**src/rtl/axi_burst_addr_gen.sv**
```systemverilog
// AXI4 AW burst to per-beat address stream (FIXED/INCR/WRAP, narrow, unaligned).
// Define AXI_BURST_ADDR_GEN_ERR_EN to add the o_err/o_err_code illegal-burst report.
module axi_burst_addr_gen #(
    parameter int ADDR_WIDTH = 12,
    parameter int DATA_WIDTH = 32,
    parameter int ID_WIDTH = 4,
    localparam int LW = $clog2(DATA_WIDTH / 8),
    localparam int LANE_W = (LW > 0) ? LW : 1
) (
    input  logic                  clk,
    input  logic                  reset_n,
    input  logic [ADDR_WIDTH-1:0] i_awaddr,
    input  logic [7:0]            i_awlen,
    input  logic [2:0]            i_awsize,
    input  logic [1:0]            i_awburst,
    input  logic [ID_WIDTH-1:0]   i_awid,
    input  logic                  i_awvalid,
    output logic                  i_awready,
    output logic [ADDR_WIDTH-1:0] o_beat_addr,
    output logic [LANE_W-1:0]     o_beat_lane,
    output logic [ID_WIDTH-1:0]   o_beat_id,
    output logic                  o_beat_last,
    output logic                  o_beat_valid,
    input  logic                  o_beat_ready
`ifdef AXI_BURST_ADDR_GEN_ERR_EN
    ,
    output logic                  o_err,
    output logic [2:0]            o_err_code
`endif
);

    typedef enum logic {IDLE, BURST} state_t;
    typedef enum logic [1:0] {M_FIXED, M_INCR, M_WRAP} mode_t;

    state_t state, state_nxt;
    mode_t  mode_q, mode_in;

    logic [ADDR_WIDTH-1:0] addr_q, addr_nxt, base_q, wend_q;
    logic [ADDR_WIDTH-1:0] span_in, base_in, bytes_q, wrap_inc;
    logic [ID_WIDTH-1:0]   id_q;
    logic [7:0]            len_q;
    logic [8:0]            cnt_q;
    logic [2:0]            size_q, size_eff;
    logic                  rdy_q, last_int, wrap_ok;
    logic                  aw_hs, beat_hs;

    assign last_int     = (cnt_q == {1'b0, len_q});
    assign o_beat_valid = (state == BURST);
    assign o_beat_last  = o_beat_valid && last_int;
    assign o_beat_addr  = addr_q;
    assign o_beat_id    = id_q;
    assign i_awready    = rdy_q && ((state == IDLE) || (o_beat_ready && last_int));
    assign aw_hs        = i_awvalid && i_awready;
    assign beat_hs      = o_beat_valid && o_beat_ready;

    if (LW > 0) begin : g_lane
        assign o_beat_lane = addr_q[LANE_W-1:0];
    end else begin : g_nolane
        assign o_beat_lane = 1'b0;
    end

    // Decode of the incoming AW request; only sampled on the handshake.
    always_comb begin
        wrap_ok  = (i_awlen == 8'd1) || (i_awlen == 8'd3) ||
                   (i_awlen == 8'd7) || (i_awlen == 8'd15);
        size_eff = (i_awsize > 3'(LW)) ? 3'(LW) : i_awsize;
        mode_in  = M_INCR;
        unique case (1'b1)
            (i_awburst == 2'd0):            mode_in = M_FIXED;
            (i_awburst == 2'd2) && wrap_ok: mode_in = M_WRAP;
            default:                        mode_in = M_INCR;
        endcase
        span_in = (ADDR_WIDTH'(i_awlen) + ADDR_WIDTH'(1)) << size_eff;
        base_in = i_awaddr & ~(span_in - ADDR_WIDTH'(1));
    end

    always_comb begin
        bytes_q  = ADDR_WIDTH'(1) << size_q;
        wrap_inc = addr_q + bytes_q;
        addr_nxt = (addr_q & ~(bytes_q - ADDR_WIDTH'(1))) + bytes_q;
        unique case (1'b1)
            (mode_q == M_FIXED): addr_nxt = addr_q;
            (mode_q == M_WRAP):  addr_nxt = (wrap_inc == wend_q) ? base_q : wrap_inc;
            default:             addr_nxt = (addr_q & ~(bytes_q - ADDR_WIDTH'(1))) + bytes_q;
        endcase
    end

    always_comb begin
        state_nxt = state;
        unique case (state)
            IDLE:    if (aw_hs) state_nxt = BURST;
            BURST:   if (beat_hs && last_int && !aw_hs) state_nxt = IDLE;
            default: state_nxt = IDLE;
        endcase
    end

    always_ff @(posedge clk or negedge reset_n) begin
        if (!reset_n) begin
            state <= IDLE;
            rdy_q <= 1'b0;
        end else begin
            state <= state_nxt;
            rdy_q <= 1'b1;
        end
    end

    // A new AW wins over the final beat advance when both land on one edge.
    always_ff @(posedge clk or negedge reset_n) begin
        if (!reset_n) begin
            addr_q <= '0;
            base_q <= '0;
            wend_q <= '0;
            id_q   <= '0;
            len_q  <= '0;
            cnt_q  <= '0;
            size_q <= '0;
            mode_q <= M_FIXED;
        end else if (aw_hs) begin
            addr_q <= i_awaddr;
            base_q <= base_in;
            wend_q <= base_in + span_in;
            id_q   <= i_awid;
            len_q  <= i_awlen;
            cnt_q  <= '0;
            size_q <= size_eff;
            mode_q <= mode_in;
        end else if (beat_hs) begin
            addr_q <= addr_nxt;
            cnt_q  <= cnt_q + 9'd1;
        end
    end

`ifdef AXI_BURST_ADDR_GEN_ERR_EN
    logic [2:0]  code_in;
    logic [16:0] lo_in, bmask_in, tot_in;

    always_comb begin
        lo_in      = {5'd0, i_awaddr[11:0]};
        bmask_in   = (17'd1 << size_eff) - 17'd1;
        tot_in     = ({9'd0, i_awlen} + 17'd1) << size_eff;
        code_in    = 3'd0;
        code_in[0] = (i_awsize > 3'(LW));
        code_in[1] = (i_awburst == 2'd3) || ((i_awburst == 2'd2) && !wrap_ok);
        code_in[2] = (i_awburst == 2'd1) && (((lo_in & ~bmask_in) + tot_in) > 17'h1000);
    end

    always_ff @(posedge clk or negedge reset_n) begin
        if (!reset_n) begin
            o_err      <= 1'b0;
            o_err_code <= 3'd0;
        end else begin
            o_err      <= aw_hs && (code_in != 3'd0);
            o_err_code <= aw_hs ? code_in : 3'd0;
        end
    end
`endif

endmodule

```
**config.mk**
```make
export PLATFORM = sky130hd
export DESIGN_NAME = axi_burst_addr_gen
export DESIGN_NICKNAME = d
export VERILOG_FILES = /design/src/rtl/axi_burst_addr_gen.sv
export SDC_FILE = /design/constraint.sdc
export NUM_CORES = 1
export LEC_CHECK = 0
export CORE_UTILIZATION = 63
export CTS_BUF_LIST = sky130_fd_sc_hd__clkbuf_16
export CTS_CLUSTER_SIZE = 14
export DETAILED_ROUTE_END_ITERATION = 7
export PLACE_DENSITY = 0.87
export SYNTH_ARGS = -nofsm -noshare
export SYNTH_HDL_FRONTEND = slang
export SYNTH_SLANG_ARGS = --single-unit
```
**constraint.sdc**
```tcl
create_clock -name clk -period 8.4 [get_ports clk]
set_input_delay 1.68 -clock clk [delete_from_list [all_inputs] [get_ports clk]]
set_output_delay 1.68 -clock clk [all_outputs]
set_load 0.01 [all_outputs]
```
==> results of run 1 <==
==> final cells by class <==
| type | instances | area (µm²) |
|---|---|---|
| fill | 650 | 2260 |
| timing repair buffer | 56 | 548 |
| clock buffer | 9 | 225 |
| multi-input combinational | 575 | 3720 |
| clock inverter | 7 | 100 |
| sequential | 64 | 1600 |
| inverter | 24 | 90.1 |
| tap | 108 | 135 |
==> worst paths after layout <==
path | startpoint | endpoint | slack (ns) | cells past startpoint
min in group asynchronous | reset_n | cnt_q[5] | 1.52 | 2
hold / removal | o_beat_id[2] | o_beat_id[2] | 0.47 | 2
setup reg to reg | size_q[0] | o_beat_addr[3] | 3.03 | 15
max in group asynchronous | reset_n | o_beat_addr[3] | 6.32 | 2
hold reg to reg | o_beat_id[2] | o_beat_id[2] | 0.47 | 2
setup / recovery | i_awlen[0] | wend_q[10] | 2.60 | 18
==> through the flow <==
step	util	hold slack [ns]	worst slack (ns)
6_report	0.739	0.475	2.60
5_1_grt	0.739	0.512	2.33
4_1_cts	0.739	0.478	2.65
3_5_place_dp	0.702	0.463	2.34
3_3_place_gp	0.702	0.457	2.64
2_1_floorplan	-	0.438	3.59
==> flip-flops by register name, summed over array words and instances, names as in the netlist <==
register,flops
base_q,12
cnt_q,9
len_q,8
mode_q,2
o_beat_addr,12
o_beat_id,4
o_beat_valid,1
rdy_q,1
size_q,3
wend_q,12
==> cell families after synthesis <==
family,count (synthesis)
adder cells (fa/ha/maj),20
AO/OA/AOI/OAI,185
flip-flops,64
multiplexers,21
other,1
AND/OR/NAND/NOR,288
buffers and inverters,64
XOR/XNOR,60
==> cells in the final DEF (no fill, tap or decap), drive strengths merged, types with 8 or more instances in the layout <==
| master | count |
|---|---|
| a211oi | 9 |
| a21oi | 43 |
| a31oi | 8 |
| and2 | 10 |
| and3 | 8 |
| clkbuf | 9 |
| clkdlybuf4s50 | 52 |
| dfrtp | 64 |
| ha | 19 |
| inv | 27 |
| mux2 | 8 |
| mux2i | 13 |
| nand2 | 118 |
| nand2b | 8 |
| nand3 | 27 |
| nand4 | 8 |
| nor2 | 54 |
| nor3 | 15 |
| o21ai | 50 |
| o31ai | 9 |
| xnor2 | 33 |
| xor2 | 26 |
==> power groups by stage <==
stage               logic, mW  registers, mW  clock network [mW]
floorplan               0.779          0.555                   0
global placement        0.969          0.610                   0
detailed placement       1.01          0.618                   0
CTS                      1.04          0.617               0.415
global route             1.16          0.642               0.427
finish                   1.06          0.625               0.412
==> routing by layer <==
| layer | part of all wire | wire length (µm) | GRT usage | vias to the layer above |
|---|---|---|---|---|
| li1 | - | - | - | 2570 |
| met1 | 0.41 | 6560 | 0.489 | 2620 |
| met2 | 0.45 | 7120 | 0.533 | 328 |
| met3 | 0.096 | 1530 | 0.0782 | 79 |
| met4 | 0.042 | 673 | 0.161 | 0 |
| met5 | 0 | 0 | 0 | - |
==> worst min-delay path: cells and delay by family (launching register included) <==
kind	cells	cell delay, ns
DFF	1	0.34
and+or+nand+nor	2	0.11
==> flow_summary.json, run 1 <==
{
  "p_int_mw": 1.17,
  "avgSynthCellArea_um2": 8.00,
  "synth.area.mux_share": 0.0392,
  "wl_per_cell_um": 18.8,
  "clock_power_share": 0.196,
  "numCtsBuffers": 9,
  "start_util": 0.648,
  "row_count": 34,
  "maxCapViolations": 0,
  "synth_area_leaders": "dfrtp_1 (28%), nand2_1 (7.9%), xnor2_1 (5.0%), o21ai_0 (4.4%), ha_1 (4.2%)",
  "clockRootBuffer": "clkbuf_16",
  "powerDensity_nw_per_um2": 327,
  "crit_fanout": 11,
  "drt-pass1-iter-count": 7,
  "critPathKind": "input pin to register",
  "cp-end-kind": "register",
  "portBuffers": 53,
  "die_area_um2": 9310,
  "required_ns": 8.58,
  "synth_warnings": 0,
  "grt_start_max_net_pins": 68,
  "p_seq_frac": 0.298,
  "fmax_mhz": 172,
  "antenna_left": 0,
  "p_sw_frac": 0.443,
  "synthTopCellsByCount": "nand2_1 (118), dfrtp_1 (64), nor2_1 (53)",
  "route.detailed.drc": 0,
  "slew_violations": 0,
  "path_clk_slew_ns": 0.06,
  "groute.usage.overall": 0.356,
  "relSlewSlack": 0.173,
  "layout-drive-gt1-share": 0.0721,
  "vdd_drop_max_mv": 0.144,
  "place_congestion": 0.934,
  "antenna_found_initial": 0,
  "areaGrowthSynthToFinish_pct": 14.1,
  "core_um2": 8680,
  "final-instance-count-excl-fill": 843,
  "async_reset_ff_frac": 1.00,
  "crit_family": "adder cells",
  "clk_latency_ns": 0.33,
  "synth_flop_cell": "dfrtp_1",
  "period_needed_ns": 5.80,
  "p_comb_frac": 0.506,
  "cp_cell_sequence": "clkdlybuf4s50_1 -> ha_1 -> mux2i_1 -> nand2_1 -> ha_1 -> nand3_1 -> o22a_1 -> a211oi_1 -> nand2_1 -> xor2_1 -> and2_1 -> ha_1 -> nor2_1 -> a31oi_1 -> and2_1 -> a221oi_2 -> mux2i_1 -> o311ai_0",
  "pin_count": 54,
  "via_per_inst": 6.64,
  "hold_buffers": 0,
  "yosysSeqAreaShare": 0.285,
  "min_path_type": "register to register",
  "cp_num_buf_inv": 1,
  "synth_area_leader_cell": "dfrtp_1",
  "post-synth-top-area-fraction": 0.285,
  "grt_pass1_wl_mm": 25.4,
  "setup_tns_ns": 0,
  "synthAdderAreaFrac": 0.0458,
  "synth_edf_count": 0,
  "syn_nets": 756,
  "place_hpwl_mm": 11.2,
  "crit_slowest_cell": "clkdlybuf4s50_1",
  "overflow": 0,
  "synth_compound_area_frac": 0.230,
  "p_sw_mw": 0.931,
  "cts_tree": "built",
  "finalSetupViolations": 0,
  "synthSimpleGateAreaFrac": 0.247,
  "dp.cells": 827,
  "synthCells": 703,
  "syn_area_um2": 5620,
  "crit_arrival_ns": 5.98,
  "rsz0062_at_grt": "no",
  "critPathMaxStageDelay_ns": 0.61,
  "outcome": "complete, no violations",
  "fp.dieH_um": 96.5,
  "cts_num_sinks": 64,
  "cpMostUsedCell": "ha_1",
  "worst_pin_slew_ns": 1.24,
  "leakage_nw": 2.66,
  "first_iter_violations": 558,
  "design_area_um2": 6420,
  "cts.htree.levels": 3,
  "finalCritPeriodShare": 0.691,
  "report.power.total_mw": 2.10,
  "ys_seq_elements": 64,
  "cp-start-kind": "input pin",
  "postPlaceCellArea_um2": 6090,
  "cts_setup_buffers": 0,
  "yosysMostFrequentCell": "nand2_1",
  "cts_buffer_depth": 2,
  "first_global_vias": 5079,
  "skew_ns": 0.00960,
  "synth_top_family_by_area": "simple AND/OR/NAND/NOR gates",
  "synth_xor_xnor_area_share": 0.0975,
  "cts_resized": 0,
  "die_x_um": 96.5,
  "wl_mm": 15.9,
  "synth_cell_types": 80,
  "finalHoldViolCount": 0,
  "antenna_cells": 0,
  "vias": 5597,
  "nets": 783
}
(Power assumes the default switching activity.)
==> run 2: changes to the inputs <==
--- a/config.mk
+++ b/config.mk
@@ -5,11 +5,11 @@
 export SDC_FILE = /design/constraint.sdc
 export NUM_CORES = 1
 export LEC_CHECK = 0
-export CORE_UTILIZATION = 63
+export CORE_UTILIZATION = 59
 export CTS_BUF_LIST = sky130_fd_sc_hd__clkbuf_16
 export CTS_CLUSTER_SIZE = 14
 export DETAILED_ROUTE_END_ITERATION = 7
-export PLACE_DENSITY = 0.87
+export PLACE_DENSITY = 0.82
 export SYNTH_ARGS = -nofsm -noshare
 export SYNTH_HDL_FRONTEND = slang
 export SYNTH_SLANG_ARGS = --single-unit
==> constraint.sdc (replaced) <==
create_clock -name clk -period 5.85 [get_ports clk]
set_input_delay 1.17 -clock clk [delete_from_list [all_inputs] [get_ports clk]]
set_output_delay 1.17 -clock clk [all_outputs]
set_load 0.01 [all_outputs]
==> run 2 against run 1 <==
Effect of this change:
- via count is 4.6% lower
- critical path depth is the same
- routed wire length down 5.5%
- global-route usage down 4.0 points
- combinational power increased by 40%
- sequential cell count stayed put
- non-clock buffer count increased by 1
- cell count rose by 2.5%
- total power grew 38%
- sequential power grew 42%
- register-to-register slack lost 2.1 ns
- critical path type unchanged
- critical endpoint unchanged
==> flow_summary.json, run 2 (synthesis results as in run 1) <==
{
  "place_hpwl_mm": 11.1,
  "worst_pin_slew_ns": 1.17,
  "final_common_cell": "nand2_1",
  "period_needed_ns": 5.11,
  "numCtsBuffers": 9,
  "crit_arrival_ns": 5.30,
  "die_x_um": 99.6,
  "critPathMaxStageDelay_ns": 0.61,
  "pin_count": 54,
  "cts_resized": 0,
  "via_per_inst": 6.18,
  "leakage_nw": 2.64,
  "layout-drive-gt1-share": 0.0721,
  "antenna_found_initial": 0,
  "row_count": 35,
  "grt_pass1_wl_mm": 24.6,
  "nets": 784,
  "cp-start-kind": "input pin",
  "wl_mm": 15.0,
  "cts_buffer_depth": 2,
  "cpMostUsedCell": "ha_1",
  "dp.cells": 849,
  "critPathKind": "input pin to register",
  "relSlewSlack": 0.220,
  "portBuffers": 53,
  "place_ws_ns": 0.477,
  "groute.usage.overall": 0.316,
  "cp-startpoint": "i_awlen[0]",
  "hold_buffers": 0,
  "setup_tns_ns": 0,
  "cp_num_buf_inv": 1,
  "finalCritPeriodShare": 0.874,
  "postLayoutSetupSlackWorst_ns": 0.737,
  "crit_family": "adder cells",
  "start_util": 0.609,
  "cp_cell_sequence": "clkdlybuf4s50_1 -> ha_1 -> mux2i_1 -> nand2_1 -> ha_1 -> nand3_1 -> o22a_1 -> a211oi_1 -> nand2_1 -> xor2_1 -> and2_1 -> ha_1 -> nor2_1 -> a31oi_1 -> and2_1 -> a221oi_2 -> mux2i_1 -> o311ai_0",
  "final-instance-count-excl-fill": 864,
  "min_path_type": "register to register",
  "cts_setup_buffers": 0,
  "cp-end-kind": "register",
  "finalHoldViolCount": 0,
  "powerDensity_nw_per_um2": 451,
  "vias": 5339,
  "areaGrowthSynthToFinish_pct": 14.0,
  "maxCapViolations": 0,
  "overflow": 0,
  "antenna_cells": 0,
  "crit_slowest_cell": "clkdlybuf4s50_1",
  "antenna_left": 0,
  "finalSetupViolations": 0,
  "timing.rr.start": "size_q[0]",
  "rsz0062_at_grt": "no",
  "required_ns": 6.04,
  "cts_num_sinks": 64,
  "grt_start_max_net_pins": 65,
  "core_um2": 9240,
  "fmax_mhz": 196,
  "final_cell_mix": "nand2_1 (117), dfrtp_1 (64), nor2_1 (53), clkdlybuf4s50_1 (52), o21ai_0 (49)",
  "clk_latency_ns": 0.33,
  "crit_fanout": 11,
  "route.detailed.drc": 0,
  "first_global_vias": 4945,
  "skew_ns": 0.00756,
  "path_clk_slew_ns": 0.05,
  "outcome": "complete, no violations",
  "cts.htree.levels": 3,
  "first_iter_violations": 525,
  "slew_violations": 0,
  "min_from": "o_beat_id[1]",
  "place_congestion": 0.951,
  "clockRootBuffer": "clkbuf_16",
  "report.power.total_mw": 2.89,
  "fp.dieH_um": 99.6,
  "vdd_drop_max_mv": 0.186,
  "wl_per_cell_um": 17.4,
  "drt-pass1-iter-count": 7,
  "cts_tree": "built",
  "die_area_um2": 9930
}
[run 2: cell count changes in the layout (fill, tap and decap cells not counted), sizes merged]
cell	previous run	this run
inv	27	24
bufinv	2	1
clkinv	2	4
clkinvlp	0	1
buf	4	5
[run 2: power by group]
| group | total, mW | internal (mW) | switching (mW) |
|---|---|---|---|
| clock network | 0.525 | 0.325 | 0.199 |
| logic | 1.48 | 0.676 | 0.804 |
| registers | 0.890 | 0.624 | 0.266 |
[run 2: worst paths after layout]
kind	to	slack, ns	cells past startpoint
max	wend_q[10]	0.74	18
min	o_beat_id[1]	0.48	2
max reg2reg	o_beat_addr[3]	0.91	16
min reg2reg	o_beat_id[1]	0.48	2
max in group asynchronous	len_q[2]	4.31	2
min in group asynchronous	base_q[10]	1.00	2
[run 2: worst register-to-register path: stages (launching register included)]
cell       delay [ns]
dfrtp_1          0.74
inv_1            0.24
nand2_1          0.14
inv_1            0.08
ha_1             0.25
fa_1             0.44
a21o_1           0.18
a21oi_1          0.31
o21bai_2         0.12
a2111oi_2        0.53
nor3_1           0.17
xnor2_2          0.20
a2111oi_4        0.36
buf_4            0.31
mux2_2           0.37
a211o_1          0.29
a22oi_1          0.13
[run 2: layout make-up]
class	count	area [µm²]
clock inverters	6	61.3
inverters	24	90.1
multi-input cells	575	3720
well taps	129	161
repair buffers	57	556
fillers	763	2830
clock buffers	9	225
flip-flops and latches	64	1600
[run 2: metrics by stage]
| step | hold slack [ns] | util | area [µm²] |
|---|---|---|---|
| 2_1_floorplan | 0.438 | - | 5620 |
| 3_3_place_gp | 0.456 | 0.663 | 6120 |
| 3_5_place_dp | 0.465 | 0.663 | 6120 |
| 4_1_cts | 0.479 | 0.694 | 6410 |
| 5_1_grt | 0.505 | 0.694 | 6410 |
| 6_report | 0.477 | 0.694 | 6410 |
[run 2: metal layers]
layer	wire length [µm]	track usage	up-vias
li1	-	-	2560
met1	6710	0.446	2518
met2	6970	0.499	231
met3	997	0.0436	30
met4	330	0.111	0
met5	0	0	-
